`src/rtl/pipelined_adder.sv`:
```
// pipelined_adder
//   Pipelined ripple-carry add/subtract. The WIDTH-bit operation is split
//   into STAGES chunks of CHUNK = WIDTH/STAGES bits. Stage k adds chunk k
//   using the carry registered by stage k-1. Upper operand chunks travel
//   forward in delay registers. Finished lower sum chunks travel with them,
//   so every chunk of one operation reaches the output together.
//   Latency is STAGES cycles and throughput is one operation per cycle.
//   A single global stall holds every stage while the output is blocked.
//
// Ports
//   clk, rst        rising-edge clock, asynchronous active-high reset
//   in_valid/ready  operand handshake (a, b, carry_in, sub sampled on accept)
//   a, b            WIDTH-bit operands
//   carry_in        carry in (add) / borrow in (sub)
//   sub             0 = a + b + carry_in, 1 = a - b - carry_in
//   out_valid/ready result handshake
//   sum             WIDTH-bit result (modulo 2^WIDTH)
//   carry_out       final adder carry (sub: 1 = no borrow)
//   overflow        two's-complement signed overflow
module pipelined_adder #(
  parameter int WIDTH  = 32,
  parameter int STAGES = 4
) (
  input  logic             clk,
  input  logic             rst,
  input  logic             in_valid,
  output logic             in_ready,
  input  logic [WIDTH-1:0] a,
  input  logic [WIDTH-1:0] b,
  input  logic             carry_in,
  input  logic             sub,
  output logic             out_valid,
  input  logic             out_ready,
  output logic [WIDTH-1:0] sum,
  output logic             carry_out,
  output logic             overflow
);

  localparam int CHUNK = WIDTH / STAGES;

  if (STAGES < 1 || STAGES > WIDTH || (WIDTH % STAGES) != 0) begin : g_bad_cfg
    $error("pipelined_adder: WIDTH must be a positive multiple of STAGES");
  end

  // Entry k of each array holds the state registered at the end of stage k.
  logic [STAGES-1:0]            v_q,   v_d;
  logic [STAGES-1:0]            c_q,   c_d;
  logic [STAGES-1:0][WIDTH-1:0] s_q,   s_d;
  logic [STAGES-1:0][WIDTH-1:0] a_q,   a_d;
  logic [STAGES-1:0][WIDTH-1:0] b_q,   b_d;
  logic                         ovf_q, ovf_d;

  logic advance;

  assign out_valid = v_q[STAGES-1];
  assign sum       = s_q[STAGES-1];
  assign carry_out = c_q[STAGES-1];
  assign overflow  = ovf_q;

  // Every stage moves together. Nothing moves while a result is waiting
  // for downstream.
  assign advance  = !out_valid || out_ready;
  assign in_ready = advance && !rst;

  always_comb begin
    logic             cur_v;
    logic             cur_c;
    logic [WIDTH-1:0] cur_a;
    logic [WIDTH-1:0] cur_b;
    logic [WIDTH-1:0] cur_s;
    logic [CHUNK:0]   part;
    int unsigned      kp;

    v_d   = '0;
    c_d   = '0;
    s_d   = '0;
    a_d   = '0;
    b_d   = '0;
    ovf_d = 1'b0;
    cur_v = 1'b0;
    cur_c = 1'b0;
    cur_a = '0;
    cur_b = '0;
    cur_s = '0;
    part  = '0;
    kp    = 0;

    for (int unsigned k = 0; k < STAGES; k++) begin
      kp = (k == 0) ? 0 : k - 1;
      if (k == 0) begin
        // Subtract is a + ~b + ~borrow. b is inverted once here, and the
        // inverted value is the one carried through the delay registers.
        cur_v = in_valid;
        cur_c = carry_in ^ sub;
        cur_a = a;
        cur_b = sub ? ~b : b;
        cur_s = '0;
      end else begin
        cur_v = v_q[kp];
        cur_c = c_q[kp];
        cur_a = a_q[kp];
        cur_b = b_q[kp];
        cur_s = s_q[kp];
      end

      part = {1'b0, cur_a[k*CHUNK +: CHUNK]}
           + {1'b0, cur_b[k*CHUNK +: CHUNK]}
           + {{CHUNK{1'b0}}, cur_c};

      v_d[k] = cur_v;
      c_d[k] = part[CHUNK];
      a_d[k] = cur_a;
      b_d[k] = cur_b;
      s_d[k] = cur_s;
      s_d[k][k*CHUNK +: CHUNK] = part[CHUNK-1:0];

      // The carry into the MSB is recovered as a ^ b ^ sum at that bit.
      if (k == STAGES - 1) begin
        ovf_d = cur_a[WIDTH-1] ^ cur_b[WIDTH-1] ^ part[CHUNK-1] ^ part[CHUNK];
      end
    end
  end

  always_ff @(posedge clk or posedge rst) begin
    if (rst) begin
      v_q   <= '0;
      c_q   <= '0;
      s_q   <= '0;
      a_q   <= '0;
      b_q   <= '0;
      ovf_q <= 1'b0;
    end else if (advance) begin
      v_q   <= v_d;
      c_q   <= c_d;
      s_q   <= s_d;
      a_q   <= a_d;
      b_q   <= b_d;
      ovf_q <= ovf_d;
    end
  end

endmodule

```
`config.mk`:
```
export PLATFORM = sky130hd
export DESIGN_NAME = pipelined_adder
export DESIGN_NICKNAME = d
export VERILOG_FILES = /design/src/rtl/pipelined_adder.sv
export SDC_FILE = /design/constraint.sdc
export NUM_CORES = 1
export LEC_CHECK = 0
export CAP_MARGIN = 20
export CORE_MARGIN = 2
export CORE_UTILIZATION = 60
export DETAILED_ROUTE_END_ITERATION = 10
export GPL_TIMING_DRIVEN = 1
export HOLD_SLACK_MARGIN = 0.03
export PLACE_DENSITY = 0.86
export SETUP_SLACK_MARGIN = 0.3
export SLEW_MARGIN = 25
export SYNTH_ARGS = -nofsm -noshare
export SYNTH_HDL_FRONTEND = slang
export SYNTH_SLANG_ARGS = --single-unit
```
`constraint.sdc`:
```
create_clock -name clk -period 14.7 [get_ports clk]
set_clock_uncertainty 0.05 [all_clocks]
set_input_delay 2.94 -clock clk [delete_from_list [all_inputs] [get_ports clk]]
set_output_delay 2.94 -clock clk [all_outputs]
set_load 0.1 [all_outputs]
```
* Word-level counts from Yosys, hierarchy flattened
Cells that the tools add are included. Widths: inputs -> output; s select.
Word-level totals: output and inout bits 36, flip-flop bits (word level) 281
Cells by class: add/subtract/negate cells 8, muxes and demuxes 1, reductions and logical operators 4, bitwise gates (word level) 5
Operators by type and width (count):
- $add 8x8->9 | 4
- $add 9x1->9 | 4
- $mux 32 | 1
- $not 32->32 | 1
- $xor 1x1->1 | 4
- $logic_not 1->1 | 2
- $logic_and 1x1->1 | 1
- $logic_or 1x1->1 | 1

* Depth between registers and ports, before layout
Gate-level depths: netlist of run 1.
word-level depth 4, depth in mapped cells 12, depth with buffers taken out 10

* Worst setup path after synthesis of run 1
OpenSTA, ideal clock, no wires.
kind in2out, start input out_ready, end output in_ready, buffers on the path 3, slack 6994 ps, required time 11710 ps, cell stages on the path 5, data arrival time 4716 ps, path through nor2b_1 -> clkbuf_1 -> buf_2 -> buf_2 -> nor2_1
Between the ends: cells in the longest elaborated chain, start to end 2
RTL lines:
- start, declared | RTL line 33 | input logic out_ready,
- $logic_or 1x1->1 | RTL line 62 | assign advance = !out_valid || out_ready;
- $logic_and 1x1->1 | RTL line 63 | assign in_ready = advance && !rst;
- end, declared | RTL line 27 | output logic in_ready,
No other way between the ends.

* Worst setup path after layout of run 1
Ends and elaborated chain as after synthesis.

==> metrics.cfg, run 1 <==
[worst_setup_path]
cp-end-kind=output port
crit_required_ps=11710
r2r_start=c_q[0]
worstPathArrival_ps=5110
path_class=input port to output port
crit_fanout=34
r2r-end=c_q[1]
startpoint_type=input port
rr_worst_depth=8
r2r_slack_ps=12200

[clocking]
cts_setup_buffers=0
path_clk_slew_ps=60
insertion_delay_ps=430
clockBufferDepth=2
post_cts_resize_count=0
tritoncts=done
root_buffer=clkbuf_16
clock_sinks=185
cts_inserted_buffers=17
h-tree-depth=4
cts-hold-fix-buffers=0

[floorplan]
fp.coreArea_um2=13300
rows=42
die_x_um=121
die_y_um=121
ios=106
initial_utilization=0.620
die_area_um2=14700

[place]
placed_cells=1155
pre_cts_slack_ps=6600
hpwl_um=10400
finalWeightedCongestion=0.856
portBuffers=105
dpl_cell_area_um2=9410

[timing]
fin_ws_ps=6600
tns_ps=0
hold_viol=0
drv_slew=0
setup_viol=0
rsz0062_at_grt=false
relSlewSlack=0.308
worstMarginPinSlew_ps=1030
finalCritPeriodShare=0.551
min_period_ps=8100
clock.fmax_ghz=0.123

[logic_synthesis]
synthTopCellsByCount=nand2_1, dfrtp_1, nor2_1
ys.flop_type=dfrtp_1
seq_area_frac_synth=0.560
synth_seq_cells=185
syn_area_um2=8270
avgSynthCellArea_um2=9.05
ys_async_sr_fraction=1.00
synth_edf_count=0
synth_cells=914
synth_top_cell_area_share=0.560
syn_nets=1020
yosys_warnings=0
yosysUniqueCellTypes=31
synth_top_area_cell=dfrtp_1
synth_most_common_cell=nand2_1
ys_top_cells_by_area=dfrtp_1, nand2_1, ha_1, xnor2_1, xor2_1

[global_route]
grt_use_total=0.232
grt_overflow=0
grt_max_degree=102
grt_pass1_vias=5729
antenna_found_initial=0
grt_pass1_wl_um=26900

[layout]
regArea_um2=4630
finalNetCount=1104
drive_gt1_frac=0.0337
antenna_cells=0
area_delta_synth_final_pct=20.0
multi_input_area_um2=3410
utilization=0.744
finalInstanceArea_um2=9930
finalNonFillerCells=1185
fillCellCount=986

[drt]
ant_nets=0
vias_per_cell=5.08
drt_wl_total_um=15700
drt_pass1_iterations=7
routedWlPerCell_um=13.2
drt_iter0_drc=584
remaining_drc_errors=0
num_vias=6015

[power]
ir_drop_mv=0.174
powerDensity_nw_per_um2=243
leakage_nw=4.87

[min_path]
min_path_type=flip-flop to flip-flop
hold_path_depth=2
whs_endpoint=sum[7]
holdCritStartpoint=sum[7]

[status]
status=finished clean

[job]
drv_cap=0

==> routing by layer <==
| metal | vias up | global-route usage | share of wire |
|---|---|---|---|
| li1 | 3045 | - | - |
| met1 | 2817 | 0.347 | 0.49 |
| met2 | 129 | 0.348 | 0.46 |
| met3 | 24 | 0.0432 | 0.036 |
| met4 | 0 | 0.0740 | 0.014 |
| met5 | - | 0 | 0 |
==> per-stage QoR <==
step                hold slack [ps]  power, mW
finish                          415       2.42
global route                    431       2.58
CTS                             419       2.43
detailed placement              405       2.02
global placement                393       1.97
floorplan                       380       1.74
==> registers in the layout (all words and copies together) (netlist names) <==
name      count
b_d          48
s_d          48
c_q           4
a_d          48
sum          32
overflow      1
v_q           4
==> cell type report <==
type | count | area share
timing repair buffer | 110 | 0.110
sequential | 185 | 0.466
inverter | 14 | 0.00605
tap | 176 | 0.0222
clock inverter | 2 | 0.00126
multi-input combinational | 670 | 0.344
clock buffer | 28 | 0.0510
==> cells by family after synthesis <==
family | count (synthesis) | synth area share
AOI/OAI and AO/OA | 100 | 0.0679
adders and majority gates | 36 | 0.0617
DFF | 185 | 0.560
xor gates and xnor gates | 56 | 0.0593
buffers and inverters | 59 | 0.0295
and+or+nand+nor | 478 | 0.222
==> power breakdown <==
part	internal, mW	leakage [nW]	switching, mW
registers	0.739	2.23	0.136
clock network	0.232	0.251	0.174
logic	0.357	2.39	0.778
total	1.33	4.87	1.09
==> cells in the final DEF, fill, tap and decap left out, types with 2 or more instances in the layout <==
cell type	netlist	final
clkbuf_16	0	17
ha_1	28	28
a21oi_1	24	24
dfrtp_1	185	185
clkbuf_8	0	4
nand2b_1	4	3
o21ai_0	32	32
xnor2_1	35	35
xor2_1	21	21
buf_4	0	4
a21o_1	5	5
fa_1	8	8
a211oi_1	2	2
a31oi_1	6	6
o21ai_1	19	19
clkdlybuf4s50_1	0	104
inv_1	14	13
nor2b_1	4	3
clkbuf_1	26	7
nor3_1	7	7
nand2_1	422	422
nor2_1	37	37
o31ai_1	2	2
o21bai_1	5	5
==> how the worst max path moves through the flow <==
stage               startpoint  endpoint  cells after the start
floorplan                  rst  a_d[120]                      1
global placement     out_ready  in_ready                      4
detailed placement   out_ready  in_ready                      4
CTS                  out_ready  in_ready                      4
global route         out_ready  in_ready                      4
finish               out_ready  in_ready                      4
==> worst max-delay path, cell delays in order <==
cell and delay, ps:
clkdlybuf4s50_1 450, nor2b_4 630, nor2_1 80, clkdlybuf4s50_1 990
Power figures use the tool's default switching activity.
==> run 2: changes to the inputs <==
--- a/config.mk
+++ b/config.mk
@@ -7,11 +7,11 @@
 export LEC_CHECK = 0
 export CAP_MARGIN = 20
 export CORE_MARGIN = 2
-export CORE_UTILIZATION = 60
+export CORE_UTILIZATION = 55
 export DETAILED_ROUTE_END_ITERATION = 10
 export GPL_TIMING_DRIVEN = 1
 export HOLD_SLACK_MARGIN = 0.03
-export PLACE_DENSITY = 0.86
+export PLACE_DENSITY = 0.79
 export SETUP_SLACK_MARGIN = 0.3
 export SLEW_MARGIN = 25
 export SYNTH_ARGS = -nofsm -noshare
==> constraint.sdc (replaced) <==
create_clock -name clk -period 8.25 [get_ports clk]
set_clock_uncertainty 0.05 [all_clocks]
set_input_delay 1.65 -clock clk [delete_from_list [all_inputs] [get_ports clk]]
set_output_delay 1.65 -clock clk [all_outputs]
set_load 0.1 [all_outputs]
==> metrics.cfg, run 2 (synthesis results as in run 1) <==
[place]
pre_cts_slack_ps=3040  ; -3550 ps
hpwl_um=10000  ; -3.8%
portBuffers=105  ; unchanged
dpl_cell_area_um2=9420  ; +0.11%
finalWeightedCongestion=0.824  ; -3.7%

[worst_setup_path]
r2r-end=s_d[118]
cp-end-kind=output port
crit_required_ps=6550  ; -5160 ps
crit_fanout=9  ; -74%
r2r_start=c_q[1]
r2r_slack_ps=5760  ; -6440 ps
startpoint_type=input port
worstPathArrival_ps=3500  ; -1610 ps
rr_worst_depth=8  ; unchanged
path_class=input port to output port

[layout]
finalNetCount=1104  ; unchanged
fillCellCount=1147  ; +16%
antenna_cells=0  ; unchanged
mostFrequentLayoutCell=nand2_1
mostFrequentLayoutCells=nand2_1, dfrtp_1, clkdlybuf4s50_1
area_delta_synth_final_pct=21.2
drive_gt1_frac=0.0425  ; +0.00884
finalInstanceArea_um2=10000  ; +0.96%

[floorplan]
die_area_um2=16000  ; +8.8%
die_x_um=127  ; +4.3%
rows=44  ; +4.8%
fp.coreArea_um2=14600  ; +9.3%
die_y_um=127  ; +4.3%
ios=106  ; unchanged
initial_utilization=0.567  ; -0.0527

[power]
pwr-share-comb=0.457  ; -0.013
ir_drop_mv=0.269  ; +55%
internal_power_mw=2.42  ; +83%
clkPwrFrac=0.188  ; +0.020
leakage_nw=4.91  ; +0.78%
seqPwrFrac=0.354  ; -0.008
p_sw_mw=1.96  ; +80%
powerDensity_nw_per_um2=437  ; +80%
p_sw_frac=0.447  ; -0.00357

[timing]
drv_slew=0  ; unchanged
min_period_ps=5200
finalCritPeriodShare=0.631
fin_ws_ps=3050  ; -3550 ps
setup_viol=0  ; unchanged
clock.fmax_ghz=0.192
worstMarginPinSlew_ps=1050  ; +13.8 ps
tns_ps=0  ; unchanged
relSlewSlack=0.299  ; -0.00923
hold-worst-slack_ps=413  ; -2.17 ps
rsz0062_at_grt=false
hold_viol=0  ; unchanged

[drt]
routedWlPerCell_um=12.6  ; -4.7%
ant_nets=0  ; unchanged
remaining_drc_errors=0  ; unchanged
drt_iter0_drc=459  ; -21%
drt_wl_total_um=15100  ; -3.9%
vias_per_cell=4.98  ; -2.0%
drt_pass1_iterations=5  ; -2
num_vias=5946  ; -1.1%

[global_route]
grt_overflow=0  ; unchanged
grt_pass1_wl_um=26300  ; -2.4%
grt_use_total=0.201  ; -0.0310
grt_pass1_vias=5631  ; -1.7%
antenna_found_initial=0  ; unchanged
grt_max_degree=111  ; +8.8%

[clocking]
cts_inserted_buffers=17  ; unchanged
cts_setup_buffers=0  ; unchanged
post_cts_resize_count=0  ; unchanged
tritoncts=done
path_clk_slew_ps=70  ; about the same
insertion_delay_ps=420  ; about the same
cts-hold-fix-buffers=0  ; unchanged
root_buffer=clkbuf_16
h-tree-depth=4  ; unchanged
clockBufferDepth=2  ; unchanged
clock_sinks=185  ; unchanged

[min_path]
hold_path_depth=2  ; unchanged
whs_endpoint=s_d[70]
min_path_type=flip-flop to flip-flop
holdCritStartpoint=s_d[38]

[status]
status=finished clean

[job]
drv_cap=0  ; unchanged

==> run 2: changes by cell type in the layout (fill, tap and decap cells not counted), moves of 2 or more <==
cell        change
bufinv_16       +2
clkbuf_1        -7
clkbuf_8        -2
clkinvlp_4      +2
inv_6           +6
==> run 2: worst max-delay path by stage <==
stage / from / to / slack [ps]
detailed placement: out_ready / in_ready / 3040
floorplan: rst / a_d[120] / 1520
global placement: out_ready / in_ready / 3050
global route: out_ready / in_ready / 2980
CTS: out_ready / in_ready / 3040
finish: out_ready / in_ready / 3050
==> run 2: metal layers <==
metal  global-route usage  routed length [µm]  vias up
met5                    0                   0        -
li1                     -                   -     3047
met4               0.0549                  96        0
met2                0.287                6680      111
met1                0.312                7720     2784
met3               0.0464                 582        4
==> run 2: area by class of cell <==
| class | count | area, µm² | area share |
|---|---|---|---|
| Clock buffer | 19 | 453 | 0.0452 |
| Clock inverter | 13 | 155 | 0.0155 |
| Inverter | 14 | 60.1 | 0.00599 |
| Multi-Input combinational cell | 670 | 3410 | 0.340 |
| Sequential cell | 185 | 4630 | 0.462 |
| Tap cell | 184 | 230 | 0.0230 |
| Timing Repair Buffer | 110 | 1080 | 0.108 |
==> run 2: per-stage QoR <==
| step | util | power [mW] | std cells |
|---|---|---|---|
| 2_1_floorplan | - | 3.10 | 914 |
| 3_3_place_gp | 0.645 | 3.52 | 1163 |
| 3_5_place_dp | 0.645 | 3.58 | 1163 |
| 4_1_cts | 0.687 | 4.42 | 1195 |
| 5_1_grt | 0.687 | 4.69 | 1195 |
| 6_report | 0.687 | 4.38 | 1195 |
==> run 2: power groups by stage <==
| stage | clock, mW | sequential, mW | combinational [mW] |
|---|---|---|---|
| final | 0.825 | 1.55 | 2.00 |
| after global routing | 0.880 | 1.60 | 2.21 |
| after CTS | 0.840 | 1.55 | 2.03 |
| after detailed placement | 0 | 1.57 | 2.02 |
| after global placement | 0 | 1.55 | 1.97 |
| after floorplan | 0 | 2.12 | 0.980 |
==> run 2: worst max-delay path, stage by stage <==
cell,delay (ps)
clkdlybuf4s50_1,520
nor2b_4,100
nor2_1,90
clkdlybuf4s50_1,1140
==> run 3: changes to the inputs <==
==> constraint.sdc (replaced) <==
create_clock -name clk -period 5.35 [get_ports clk]
set_clock_uncertainty 0.05 [all_clocks]
set_input_delay 1.07 -clock clk [delete_from_list [all_inputs] [get_ports clk]]
set_output_delay 1.07 -clock clk [all_outputs]
set_load 0.1 [all_outputs]
==> metrics.cfg, run 3 (synthesis results as in run 1) <==
[clocking]
tritoncts=done
clock_sinks=185  ; unchanged
cts-hold-fix-buffers=0  ; unchanged
h-tree-depth=4  ; unchanged
insertion_delay_ps=420  ; about the same
clockBufferDepth=2  ; unchanged
post_cts_resize_count=0  ; unchanged
root_buffer=clkbuf_16
path_clk_slew_ps=60  ; about the same
cts_setup_buffers=0  ; unchanged
cts_inserted_buffers=17  ; unchanged

[drt]
highest_layer=met4
num_vias=6001  ; +0.92%
met2WireLength_um=7090  ; +6.1%
ant_nets=0  ; unchanged
vias_per_cell=5.02  ; +0.84%
remaining_drc_errors=0  ; unchanged
routedWlPerCell_um=13.1  ; +3.6%
dr_wl_met3_um=677  ; +16%
drt_wl_total_um=15600  ; +3.7%
drt_iter0_drc=512  ; +12%
drt_pass1_iterations=4  ; -1
wl_met1_um=7700  ; -0.26%

[timing]
finalCritPeriodShare=0.597
clock.fmax_ghz=0.313
tns_ps=0  ; unchanged
relSlewSlack=0.320  ; +0.0208
worstMarginPinSlew_ps=1020  ; -31.1 ps
drv_slew=0  ; unchanged
hold_viol=0  ; unchanged
setup_viol=0  ; unchanged
min_period_ps=3190
rsz0062_at_grt=false

[min_path]
holdCritStartpoint=sum[4]
hold_path_depth=2  ; unchanged
whs_endpoint=sum[4]
min_path_type=flip-flop to flip-flop

[worst_setup_path]
startpoint_type=input port
crit_fanout=2  ; -7
r2r_start=c_q[0]
crit_required_ps=4230  ; -2320 ps
path_class=input port to output port
r2r_slack_ps=2870  ; -2890 ps
r2r-end=c_q[1]
worstPathArrival_ps=2070  ; -1430 ps
cp-end-kind=output port
rr_worst_depth=8  ; unchanged

[layout]
fillCellCount=1171  ; +2.1%
drive_gt1_frac=0.0435  ; +0.000946
mostFrequentLayoutCell=nand2_1
area_delta_synth_final_pct=21.8
mostFrequentLayoutCells=nand2_1, dfrtp_1, clkdlybuf4s50_1
finalNetCount=1106  ; +0.18%
antenna_cells=0  ; unchanged
utilization=0.691  ; +0.00369
finalNonFillerCells=1196  ; +0.084%

[place]
hpwl_um=10100  ; +1.0%
placed_cells=1164  ; +0.086%
finalWeightedCongestion=0.847  ; +2.8%
portBuffers=105  ; unchanged

[floorplan]
fp.coreArea_um2=14600  ; unchanged
initial_utilization=0.567  ; unchanged
die_x_um=127  ; unchanged
die_area_um2=16000  ; unchanged
die_y_um=127  ; unchanged
rows=44  ; unchanged
ios=106  ; unchanged

[global_route]
grt_use_total=0.209  ; +0.00778
antenna_found_initial=0  ; unchanged
grt_pass1_vias=5858  ; +4.0%
grt_overflow=0  ; unchanged
grt_max_degree=207  ; +86%
grt_pass1_wl_um=27200  ; +3.6%

[power]
power_mw=6.78  ; +55%
leakage_nw=4.93  ; +0.52%
ir_drop_mv=0.384  ; +42%
powerDensity_nw_per_um2=673  ; +54%

[job]
drv_cap=0  ; unchanged

[status]
status=finished clean

run 3: through the flow:
| stage | setup WS [ps] | instance area, µm² | hold slack, ps |
|---|---|---|---|
| 3_5_place_dp | 1980 | 9460 | 406 |
| 2_1_floorplan | 1380 | 8280 | 380 |
| 3_3_place_gp | 2030 | 9460 | 398 |
| 4_1_cts | 2150 | 10100 | 418 |
| 5_1_grt | 2070 | 10100 | 430 |
| 6_report | 2160 | 10100 | 413 |
run 3: power breakdown:
group / internal (mW) / switching, mW / leakage (nW)
clock network: 0.757 / 0.514 / 0.292
logic: 0.993 / 2.12 / 2.41
registers: 2.03 / 0.362 / 2.23
run 3: layer usage:
layer	vias to the layer above	GRT usage
met5	-	0
met4	0	0.0659
met3	14	0.0380
met2	117	0.313
met1	2818	0.314
li1	3052	-
run 3: worst max path at each step:
stage,end,slack (ps),start,cells after the start
detailed placement,s_d[38],1980,b[0],11
CTS,in_ready,2150,out_ready,4
global route,in_ready,2070,out_ready,4
finish,in_ready,2160,out_ready,4
global placement,s_d[38],2030,b[0],11
floorplan,in_ready,1380,out_ready,5
run 3: area by class of cell:
class | instances | area [µm²] | area share
Timing Repair Buffer | 112 | 1150 | 0.114
Clock buffer | 20 | 457 | 0.0453
Tap cell | 184 | 230 | 0.0228
Clock inverter | 11 | 146 | 0.0145
Sequential cell | 185 | 4630 | 0.459
Inverter | 14 | 56.3 | 0.00559
Multi-Input combinational cell | 670 | 3410 | 0.339
run 3: worst max-delay path, stage by stage:
cell	delay [ps]
clkdlybuf4s50_1	460
nor2b_4	240
nor2_1	60
buf_4	230
